## src/rtl/ifetch_responder_if.sv

```systemverilog
// Fetch-side bundle: PC request handshake, instruction memory read port and
// decode-side response handshake.
interface ifetch_responder_if #(
  parameter int unsigned DEPTH_LOG2 = 12
);
  logic                  req_valid;
  logic                  req_ready;
  logic [31:0]           req_pc;
  logic                  flush;
  logic                  im_rd;
  logic [DEPTH_LOG2-1:0] im_addr;
  logic [31:0]           im_rdata;
  logic                  rsp_valid;
  logic                  rsp_ready;
  logic [31:0]           rsp_pc;
  logic [31:0]           rsp_instr;
  logic                  rsp_exc;

  modport slave (
    input  req_valid, req_pc, flush, im_rdata, rsp_ready,
    output req_ready, im_rd, im_addr, rsp_valid, rsp_pc, rsp_instr, rsp_exc
  );

  modport master (
    output req_valid, req_pc, flush, im_rdata, rsp_ready,
    input  req_ready, im_rd, im_addr, rsp_valid, rsp_pc, rsp_instr, rsp_exc
  );
endinterface

```

## src/rtl/ifetch_responder.sv

```systemverilog
// Fetch responder: accepts PC fetches, reads instruction memory (1-cycle latency)
// and returns {pc, instr, exc} in order through a 2-entry response FIFO.
module ifetch_responder #(
  parameter logic [31:0] TEXT_BASE  = 32'h0000_3000,
  parameter int unsigned DEPTH_LOG2 = 12
) (
  input  logic                clk,
  input  logic                reset,
  ifetch_responder_if.slave   bus
);

  logic        inflight_q;
  logic        inflight_bad_q;
  logic [31:0] inflight_pc_q;

  logic [1:0][31:0] fifo_pc_q;
  logic [1:0][31:0] fifo_instr_q;
  logic [1:0]       fifo_exc_q;
  logic             wr_ptr_q;
  logic             rd_ptr_q;
  logic [1:0]       count_q;

  logic [1:0]  occ;
  logic        rsp_valid;
  logic        pop;
  logic        push;
  logic        req_ready;
  logic        accept;
  logic        below;
  logic        bad;
  logic        im_rd;
  logic [29:0] word_off;

  always_comb begin
    occ       = count_q + {1'b0, inflight_q};
    rsp_valid = (count_q != 2'd0);
    pop       = rsp_valid & bus.rsp_ready & ~bus.flush;
    push      = inflight_q & ~bus.flush;
    // Held low during reset so nothing is launched before release.
    req_ready = reset & ~bus.flush & ((occ < 2'd2) | (rsp_valid & bus.rsp_ready));
    accept    = bus.req_valid & req_ready;
    // TEXT_BASE is word aligned, so word-granular offset covers the range check.
    word_off  = bus.req_pc[31:2] - TEXT_BASE[31:2];
    below     = (bus.req_pc < TEXT_BASE);
    bad       = (bus.req_pc[1:0] != 2'b00) | below | (word_off[29:DEPTH_LOG2] != '0);
    im_rd     = accept & ~bad;
  end

  assign bus.req_ready = req_ready;
  assign bus.im_rd     = im_rd;
  assign bus.im_addr   = im_rd ? word_off[DEPTH_LOG2-1:0] : '0;
  assign bus.rsp_valid = rsp_valid;
  assign bus.rsp_pc    = fifo_pc_q[rd_ptr_q];
  assign bus.rsp_instr = fifo_instr_q[rd_ptr_q];
  assign bus.rsp_exc   = fifo_exc_q[rd_ptr_q];

  always_ff @(posedge clk or negedge reset) begin
    if (!reset) begin
      inflight_q     <= 1'b0;
      inflight_bad_q <= 1'b0;
      inflight_pc_q  <= '0;
      fifo_pc_q      <= '0;
      fifo_instr_q   <= '0;
      fifo_exc_q     <= '0;
      wr_ptr_q       <= 1'b0;
      rd_ptr_q       <= 1'b0;
      count_q        <= 2'd0;
    end else if (bus.flush) begin
      // Dropping inflight_q discards the memory word returning next cycle.
      inflight_q <= 1'b0;
      wr_ptr_q   <= 1'b0;
      rd_ptr_q   <= 1'b0;
      count_q    <= 2'd0;
    end else begin
      inflight_q <= accept;
      if (accept) begin
        inflight_pc_q  <= bus.req_pc;
        inflight_bad_q <= bad;
      end
      if (push) begin
        fifo_pc_q[wr_ptr_q]    <= inflight_pc_q;
        fifo_instr_q[wr_ptr_q] <= inflight_bad_q ? 32'h0 : bus.im_rdata;
        fifo_exc_q[wr_ptr_q]   <= inflight_bad_q;
        wr_ptr_q               <= ~wr_ptr_q;
      end
      if (pop) begin
        rd_ptr_q <= ~rd_ptr_q;
      end
      count_q <= count_q + {1'b0, push} - {1'b0, pop};
    end
  end

endmodule

```

## src/flat_wrapper.sv

```systemverilog
// flat-port wrapper written by rule: the top's interface ports become plain ports
module ifetch_responder_flat 
#(
  parameter logic [31:0] TEXT_BASE  = 32'h0000_3000,
  parameter int unsigned DEPTH_LOG2 = 12
)
  (clk, reset, bus_req_valid, bus_req_pc, bus_flush, bus_im_rdata, bus_rsp_ready, bus_req_ready, bus_im_rd, bus_im_addr, bus_rsp_valid, bus_rsp_pc, bus_rsp_instr, bus_rsp_exc);
  ifetch_responder_if #(.DEPTH_LOG2(DEPTH_LOG2)) bus_i ();
  input  logic clk;
  input  logic reset;
  input wire logic [$bits(bus_i.req_valid)-1:0] bus_req_valid;
  input wire logic [$bits(bus_i.req_pc)-1:0] bus_req_pc;
  input wire logic [$bits(bus_i.flush)-1:0] bus_flush;
  input wire logic [$bits(bus_i.im_rdata)-1:0] bus_im_rdata;
  input wire logic [$bits(bus_i.rsp_ready)-1:0] bus_rsp_ready;
  output wire logic [$bits(bus_i.req_ready)-1:0] bus_req_ready;
  output wire logic [$bits(bus_i.im_rd)-1:0] bus_im_rd;
  output wire logic [$bits(bus_i.im_addr)-1:0] bus_im_addr;
  output wire logic [$bits(bus_i.rsp_valid)-1:0] bus_rsp_valid;
  output wire logic [$bits(bus_i.rsp_pc)-1:0] bus_rsp_pc;
  output wire logic [$bits(bus_i.rsp_instr)-1:0] bus_rsp_instr;
  output wire logic [$bits(bus_i.rsp_exc)-1:0] bus_rsp_exc;
  assign bus_i.req_valid = bus_req_valid;
  assign bus_i.req_pc = bus_req_pc;
  assign bus_i.flush = bus_flush;
  assign bus_i.im_rdata = bus_im_rdata;
  assign bus_i.rsp_ready = bus_rsp_ready;
  assign bus_req_ready = bus_i.req_ready;
  assign bus_im_rd = bus_i.im_rd;
  assign bus_im_addr = bus_i.im_addr;
  assign bus_rsp_valid = bus_i.rsp_valid;
  assign bus_rsp_pc = bus_i.rsp_pc;
  assign bus_rsp_instr = bus_i.rsp_instr;
  assign bus_rsp_exc = bus_i.rsp_exc;
  ifetch_responder #(.TEXT_BASE(TEXT_BASE), .DEPTH_LOG2(DEPTH_LOG2)) u_core (.clk(clk), .reset(reset), .bus(bus_i));
endmodule
```

## config.mk

```make
export PLATFORM = sky130hd
export DESIGN_NAME = ifetch_responder_flat
export DESIGN_NICKNAME = d
export VERILOG_FILES = /design/src/rtl/ifetch_responder_if.sv /design/src/rtl/ifetch_responder.sv /design/src/flat_wrapper.sv
export SDC_FILE = /design/constraint.sdc
export NUM_CORES = 1
export LEC_CHECK = 0
export CELL_PAD_IN_SITES_DETAIL_PLACEMENT = 1
export CELL_PAD_IN_SITES_GLOBAL_PLACEMENT = 1
export CORE_MARGIN = 2
export CORE_UTILIZATION = 41
export CTS_BUF_LIST = sky130_fd_sc_hd__clkbuf_4 sky130_fd_sc_hd__clkbuf_8
export DETAILED_ROUTE_END_ITERATION = 16
export GPL_TIMING_DRIVEN = 0
export HOLD_SLACK_MARGIN = 0.08
export PLACE_DENSITY = 0.86
export SLEW_MARGIN = 5
export SYNTH_ARGS = -nofsm -noshare
export SYNTH_HDL_FRONTEND = slang
export SYNTH_SLANG_ARGS = --single-unit
```

## constraint.sdc

```tcl
create_clock -name clk -period 3.4 [get_ports clk]
set_input_delay 0.34 -clock clk [delete_from_list [all_inputs] [get_ports clk]]
set_output_delay 0.34 -clock clk [all_outputs]
set_load 0.03 [all_outputs]
```

; After elaboration in Yosys (flattened, before gate mapping)
; Cells that the tools add are included.
[word_totals]
regBits = 168
inputBits = 69
word_cells = 63
[classes]
n_addsub = 4
n_lt_le_gt_ge = 5
muxes = 21
n_bitwise = 14
n_reduce_logical = 8
[ops]
columns = cell, count
row1 = 32-bit two-way mux, 6
row2 = 64-bit bitwise mux, 2
row3 = 32-bit demux with 1-bit select, 1
row4 = "32-bit by 14-bit < comparator with 1-bit output, second input constant", 1
row5 = "30-bit by 12-bit subtractor with 30-bit output, second input constant", 1
row6 = 18-bit nonzero test, 1
row7 = 12-bit two-way mux, 1
row8 = 1-bit two-way mux, 8
row9 = 2-bit nonzero test, 4
row10 = 1-bit bitwise AND, 7
row11 = 2-bit by 1-bit adder with 2-bit output, 2
row12 = "1-bit by 2-bit < comparator with 1-bit output, second input constant", 2
row13 = 1-bit NOT, 4
row14 = 2-bit AND reduction, 2
row15 = 1-bit bitwise OR, 3
row16 = 2-bit bitwise mux, 1
row17 = "2-bit < comparator, second input constant", 1
row18 = 2-bit two-way mux, 1
row19 = 2-bit by 1-bit subtractor with 2-bit output, 1
row20 = 1-bit demux with 1-bit select, 1
row21 = "1-bit greater-or-equal comparator, second input constant", 1
row22 = 1-bit logical AND, 1

; Longest topological paths before layout
[depth]
word_depth = 7
mapped_depth = 8

; Worst setup path after synthesis
; Ideal clock, no wire load.
[synth_path]
path_kind = register to output
from = reg u_core.inflight_q
to = out bus_im_addr[0]
arrival_ns = 3.900
required_time_ns = 3.060
setup_slack_ns = -0.840
path_stages_with_launch = 7
path_cell_list = dfrtp_1 -> nor4bb_1 -> a2111oi_0 -> and2_1 -> clkbuf_1 -> nand4_2 -> nor4_1
[synth_between]
elab_chain_cells = 7
[synth_lines]
columns = item, line
row1 = "start, declared", ifetch_responder.sv:12  ; logic inflight_q;
row2 = "start signal, assigned", ifetch_responder.sv:75  ; inflight_q <= accept;
row3 = 2-bit by 1-bit adder with 2-bit output, ifetch_responder.sv:35  ; occ = count_q + {1'b0, inflight_q};
row4 = 2-bit < comparator, ifetch_responder.sv:40  ; req_ready = reset & ~bus.flush & ((occ < 2'd2) | (rsp_valid & bus.rsp_ready));
row5 = 1-bit bitwise OR, ifetch_responder.sv:40
row6 = 1-bit bitwise AND, ifetch_responder.sv:40
row7 = net bus_req_ready, flat_wrapper.sv:16  ; output wire logic [$bits(bus_i.req_ready)-1:0] bus_req_ready;
row8 = 1-bit bitwise AND, ifetch_responder.sv:41  ; accept = bus.req_valid & req_ready;
row9 = 1-bit bitwise AND, ifetch_responder.sv:46  ; im_rd = accept & ~bad;
row10 = 12-bit two-way mux, ifetch_responder.sv:51  ; assign bus.im_addr = im_rd ? word_off[DEPTH_LOG2-1:0] : '0;
row11 = "end, declared", flat_wrapper.sv:18  ; output wire logic [$bits(bus_i.im_addr)-1:0] bus_im_addr;
; The timed path passes the listed nets, and every way through them passes these cells.

; Worst setup path in the final report
[layout_path]
from = in bus_req_pc[17]
to = out bus_im_rd
[layout_between]
elab_chain_cells = 5
[layout_lines]
columns = item, line
row1 = "start, declared", flat_wrapper.sv:12  ; input wire logic [$bits(bus_i.req_pc)-1:0] bus_req_pc;
row2 = 30-bit by 12-bit subtractor with 30-bit output or 32-bit by 14-bit < comparator with 1-bit output (tied branches), "ifetch_responder.sv:43, ifetch_responder.sv:44"
row3 = 18-bit nonzero test or 1-bit bitwise OR (tied branches), ifetch_responder.sv:45  ; bad = (bus.req_pc[1:0] != 2'b00) | below | (word_off[29:DEPTH_LOG2] != '0);
row4 = 1-bit bitwise OR (*), ifetch_responder.sv:45
row5 = 1-bit NOT (*), ifetch_responder.sv:46
row6 = 1-bit bitwise AND (*), ifetch_responder.sv:46
row7 = "end, declared", flat_wrapper.sv:17  ; output wire logic [$bits(bus_i.im_rd)-1:0] bus_im_rd;
; Mark *: on every way between the ends. The rest lies on a longest branch, timed or not.

==> results.cfg <==
[setup_path]
crit_type = in -> out
end_kind = output port
slowest_stage = or4_4
worst_ep_required_time_ns = 3.06
crit_chain = clkdlybuf4s50_1 -> or4_4 -> or3_4 -> or4_1 -> nand4_1 -> buf_4 -> buf_8 -> nor3_1 -> buf_2
cp_max_fo = 10
slowest_delay_ns = 0.53
crit_arrival_ns = 2.99
worst_setup_path_start_kind = primary input
ff2ff_setup_slack_ns = 0.94

[clock_network]
cts_tree = built
clk_pin_slew_ns = 0.08
cts.path.max_buffers = 2
clock_latency_ns = 0.46
cts_made_buffers = 17
root_buffer = clkbuf_8
clock_sinks = 168
cts-htree-levels = 4

[floorplan]
io_pins = 149
fp.dieW_um = 140
start_util = 0.421
row_count = 49
coreArea_mm2 = 0.0180
die_area_mm2 = 0.0196
die_y_um = 140

[timing]
maxSlewHeadroom = 0.511
finalCriticalPeriod_ns = 3.33
finalSetupViolCount = 0
timing.fmax_ghz = 0.300
final.setup.tns_ns = 0
hold_viol = 0
period_share = 0.980
slew_viol_final = 0
max_slew.worst_pin.slew_ns = 0.733
fin_skew_ns = 0.00823

[flow_run]
cap_violations = 0

[global_routing]
grt_pass1_wl_um = 33200
grt_max_degree = 127
antenna_found_initial = 0
grt_usage = 0.215
grt_pass1_vias = 6172
gr-total-overflow = 0

[routing]
wl_um = 20500
wl_per_cell_um = 19.9
avgViaCountPerCell = 5.30
remaining_drc_errors = 0
drtPass1Iterations = 4
vias = 5461
antenna_left = 0
drt_iter0_drc = 207

[logic_synthesis]
yosys_register_bits = 168
synth_compound_area_frac = 0.0561
synth-seq-area-share = 0.554
netlist_instances = 617
syn_avg_cell_area_um2 = 12.3
yosysUniqueCellTypes = 36
synthXorXnorAreaFrac = 0.00462
synth_mux_area_frac = 0.245
synth_top_family_by_area = multiplexers
syn_nets = 689
synth.cell_area_mm2 = 0.00758
yosys_warnings = 0
synthSimpleGateAreaFrac = 0.106
synth_fa_ha_area_frac = 0.00495

[min_path]
hp-class = in -> reg

[placement]
gp_congestion = 0.805
io_buffer_count = 146
dp_hpwl_um = 14400
place_inst = 993

[power]
irDropWorstVdd_mv = 0.398
power_mw = 5.83
power_leakage_nw = 4.36
p_per_area_mw_per_mm2 = 585

[layout]
area_growth_pct = 31.6
fill_cells = 1870
drive_above_1_share = 0.313
diodes = 0
fin_cells = 1030
nets = 860

[outcome]
status = complete, no violations
-- cells in the mapped netlist --
cell	count	area share
dfrtp_1	168	0.55
mux2_2	164	0.24
nand2_1	68	0.034
o21ai_0	66	0.044
nand2b_1	34	0.028
clkbuf_1	32	0.016
inv_1	14	0.0069
nor4_2	9	0.015
or4_1	6	0.0059
nor2_1	5	0.0025
or3_1	5	0.0041
nor4_1	4	0.0033
or2_2	4	0.0033
buf_1	3	0.0015
buf_2	3	0.0020
ha_1	3	0.0050
nor2b_1	3	0.0025
nor3_1	3	0.0020
and2_1	2	0.0016
o31a_1	2	0.0023
o31ai_1	2	0.0020
xnor2_1	2	0.0023
xor2_1	2	0.0023
a2111oi_0	1	0.0012
a2111oi_2	1	0.0020
a211o_1	1	0.0012
buf_4	1	0.00099
buf_6	1	0.0015
mux2i_1	1	0.0013
nand3_1	1	0.00066
nand4_1	1	0.00083
nand4_2	1	0.0016
nor4bb_1	1	0.0013
o32a_1	1	0.0013
o32ai_1	1	0.0012
o41a_1	1	0.0015
-- through the flow --
step / cell area (um^2) / util / setup WS [ns] / hold WS [ns]
2_1_floorplan: 7590 / - / 0.0385 / 0.0444
3_3_place_gp: 9340 / 0.518 / -5.93 / 0.456
3_5_place_dp: 9370 / 0.520 / -0.839 / 0.253
4_1_cts: 9890 / 0.549 / 0.00340 / 0.367
5_1_grt: 9980 / 0.554 / -0.00828 / 0.193
6_report: 9980 / 0.554 / 0.0689 / 0.208
-- registers in the layout, summed over array words and instances (netlist names) --
name and flops:
u_core.inflight_bad_q 1, u_core.rd_ptr_q 1, u_core.inflight_q 1, u_core.wr_ptr_q 1, u_core.count_q 2, u_core.inflight_pc_q 32
u_core.fifo_instr_q 64, u_core.fifo_pc_q 64, u_core.fifo_exc_q 2
-- worst max-delay path, delay by kind of cell --
kind	cells	cell delay, ns
AND/OR/NAND/NOR	5	1.61
buffers and inverters	4	1.03
-- final cells by class --
cell class,count,area [um^2],share of cell area
Buffer,39,181,0.0182
Tap cell,229,287,0.0287
Sequential cell,168,4200,0.421
Clock buffer,21,270,0.0271
Inverter,14,52.6,0.00527
Timing Repair Buffer,153,1540,0.155
Multi-Input combinational cell,395,3270,0.327
Clock inverter,11,171,0.0172
-- repair_timing --
| item | CTS | global route |
|---|---|---|
| cloned | 1 | 0 |
| setup buffers | 3 | 0 |
| pin swaps | 3 | 3 |
| endpoints found under the hold margin | 42 | 0 |
| endpoints found under the setup margin | 19 | 37 |
| gates resized for setup | 93 | 41 |
| hold buffers | 2 | 0 |
-- final timing paths --
kind	end	depth (start not counted)	from
setup / recovery	bus_im_rd	9	bus_req_pc[17]
hold / removal	u_core.inflight_pc_q[24]	2	bus_req_pc[24]
max in group asynchronous	u_core.fifo_pc_q[4]	3	reset
hold reg to reg	u_core.fifo_instr_q[19]	2	u_core.fifo_instr_q[19]
min in group asynchronous	u_core.fifo_instr_q[38]	3	reset
setup reg to reg	u_core.fifo_instr_q[25]	7	u_core.inflight_q
-- placed cells by master, fill, tap and decap left out, drive strengths merged --
master / n
nand3: 1
and2: 2
nand2: 68
bufinv: 4
clkinv: 4
mux2: 164
or2: 4
o32ai: 1
dlygate4sd3: 1
o32a: 1
clkbuf: 52
or4: 6
ha: 3
dlygate4sd2: 2
nor3: 3
o21ai: 66
xnor2: 2
nor2: 5
o31ai: 2
nand2b: 34
dlymetal6s2s: 8
or3: 5
inv: 15
o41a: 1
dfrtp: 168
mux2i: 1
a2111oi: 2
nand4: 2
buf: 28
nor4: 13
nor4bb: 1
clkinvlp: 2
xor2: 2
nor2b: 3
o31a: 2
clkdlybuf4s50: 122
a211o: 1
-- kinds of logic after synthesis --
| logic type | after synthesis |
|---|---|
| DFF | 168 |
| buffers and inverters | 54 |
| adders and majority gates | 3 |
| muxes | 165 |
| and+or+nand+nor | 147 |
| xor gates and xnor gates | 4 |
| AOI/OAI and AO/OA | 76 |
-- where the power goes --
group          switching [mW]  internal (mW)  leakage [nW]
Combinational           0.867          0.842          1.96
Clock                   0.727          0.846         0.221
Sequential              0.202           2.35          2.18
-- layer usage --
| metal | GRT usage | vias up | wire (um) |
|---|---|---|---|
| met5 | 0 | - | 0 |
| met4 | 0.0526 | 0 | 229 |
| met3 | 0.0482 | 19 | 949 |
| li1 | - | 2490 | - |
| met1 | 0.266 | 2818 | 8590 |
| met2 | 0.382 | 134 | 10800 |
No activity file was read; power rests on OpenSTA's default activity.
==> patch: new RTL, same flow settings <==
`DEPTH_LOG2` is set to 12 in 3 places; all go to 11.
--- a/src/rtl/ifetch_responder_if.sv
+++ b/src/rtl/ifetch_responder_if.sv
@@ -1,7 +1,7 @@
 // Fetch-side bundle: PC request handshake, instruction memory read port and
 // decode-side response handshake.
 interface ifetch_responder_if #(
-  parameter int unsigned DEPTH_LOG2 = 12
+  parameter int unsigned DEPTH_LOG2 = 11
 );
   logic                  req_valid;
   logic                  req_ready;
--- a/src/rtl/ifetch_responder.sv
+++ b/src/rtl/ifetch_responder.sv
@@ -2,7 +2,7 @@
 // and returns {pc, instr, exc} in order through a 2-entry response FIFO.
 module ifetch_responder #(
   parameter logic [31:0] TEXT_BASE  = 32'h0000_3000,
-  parameter int unsigned DEPTH_LOG2 = 12
+  parameter int unsigned DEPTH_LOG2 = 11
 ) (
   input  logic                clk,
   input  logic                reset,
--- a/src/flat_wrapper.sv
+++ b/src/flat_wrapper.sv
@@ -2,7 +2,7 @@
 module ifetch_responder_flat 
 #(
   parameter logic [31:0] TEXT_BASE  = 32'h0000_3000,
-  parameter int unsigned DEPTH_LOG2 = 12
+  parameter int unsigned DEPTH_LOG2 = 11
 )
   (clk, reset, bus_req_valid, bus_req_pc, bus_flush, bus_im_rdata, bus_rsp_ready, bus_req_ready, bus_im_rd, bus_im_addr, bus_rsp_valid, bus_rsp_pc, bus_rsp_instr, bus_rsp_exc);
   ifetch_responder_if #(.DEPTH_LOG2(DEPTH_LOG2)) bus_i ();
Interface: changed (resized bus_im_addr); port bits go from 149 to 148. The function was not compared with the original's and may differ.
==> patch against the unedited design <==
Final area is 0.70% lower. Power is 6.5% lower. Routed wire length is 0.35% higher. Critical endpoint is now bus_im_addr[1]. First-iteration DRC count is 14% lower. Sequential power is 4% lower. Hold slack better by 0.23 ns. Via count is 0.99% higher. Worst setup slack better by 0.0086 ns. Sequential cell count stayed put. Die area is 1.8% lower. Synthesized area is 1.9% lower.
==> patch: results (changes against the unedited design) <==
status: "complete, no violations"
nonClkBufAreaFrac: 0.182  # +0.00905
wire_length_on_met1_mm: 8.98  # +4.5%
combPwrFrac: 0.253  # -0.040
intPower_w: 0.00388  # -4.0%
grt_use_met1: 0.277  # +0.0110
core_region_area_um2: 17900  # -0.68%
fill_cells: 1896  # +1.4%
nNetsFinal: 886  # +3.0%
post_cts_buffers: 2  # -1
critical_path.max_stage_delay_ns: 0.59  # +0.06 ns
wl_per_cell_um: 19.5  # -2.1%
place.detailed.instances: 1015  # +2.2%
ys_top_cells_by_area: "sky130_fd_sc_hd__dfrtp_1 (57%), sky130_fd_sc_hd__mux2_2 (23%), sky130_fd_sc_hd__nand2_1 (7.0%), sky130_fd_sc_hd__o21ai_0 (4.7%), sky130_fd_sc_hd__clkbuf_1 (1.7%)"
path_max_fanout: 7  # -3
routabilityCongestion: 0.809  # +0.47%
multi_input_gate_share_of_the_layout_cell_area: 0.316  # -0.0116
synth-compound-area-share: 0.0614  # +0.00529
portion_of_netlist_area_occupied_by_mux_cells: 0.227  # -0.0178
grt_total_usage: 0.217  # +0.00205
final-clk-cell-share: 0.0462  # +0.00195
finClkSkew_ns: 0.0107  # +0.00249 ns
clock_power_share: 0.299  # +0.029
cts_hold_buffers: 5  # +3
placed_cell_area_um2: 9230  # -1.5%
synthDistinctLibCells: 38  # +5.6%
multi_input_area_um2: 3130  # -4.2%
post_cts_resize_count: 45  # -52%
synthTopCellsByCount: "sky130_fd_sc_hd__dfrtp_1 (168), sky130_fd_sc_hd__mux2_2 (150), sky130_fd_sc_hd__nand2_1 (138)"
syn_nets: 710  # +3.0%
routed-wl-met2_mm: 10.4  # -3.1%
period_minus_slack_ns: 3.32  # -0.00856 ns
finalNonFillerCells: 1056  # +2.5%
grt.met3_usage: 0.0511  # +0.00290
port_buffers: 147  # +0.68%
final_layout_size_suffix_gt1_frac: 0.264  # -0.0498
cp_slowest_cell: "sky130_fd_sc_hd__clkdlybuf4s50_1"
dp_slack_ns: -0.831  # +0.00799 ns
post_synth_xor_xnor_area: 0.00824  # +0.00362
synth-adder-area-share: 0.00505  # +0.0000958
detail_route.iter0.violations: 177  # -14%
mapped_cells: 638  # +3.4%
==> patch: cell types whose count changed in the layout (fill, tap and decap cells not counted), sizes merged, moves of 4 or more <==
cell           before  now
nand2              68  138
dlymetal6s2s        8    2
or3                 5    1
and2                2   10
nor4               13    4
nand2b             34    2
mux2              164  150
inv                15    8
clkdlybuf4s15       0   11
o21ai              66   70
nand3               1    5
buf                28   12
clkdlybuf4s50     122  130
==> patch: final timing paths <==
path                                          from                       end  slack, ns  cells past startpoint
min in group asynchronous                    reset    u_core.fifo_instr_q[7]       0.63                      4
max in group asynchronous                    reset  u_core.inflight_pc_q[29]       1.82                      5
hold reg to reg            u_core.fifo_instr_q[60]   u_core.fifo_instr_q[60]       0.48                      2
setup reg to reg                 u_core.inflight_q      u_core.fifo_exc_q[0]       0.89                      6
setup / recovery                    bus_req_pc[24]            bus_im_addr[1]       0.08                      9
hold / removal                      bus_req_pc[14]  u_core.inflight_pc_q[14]       0.43                      2
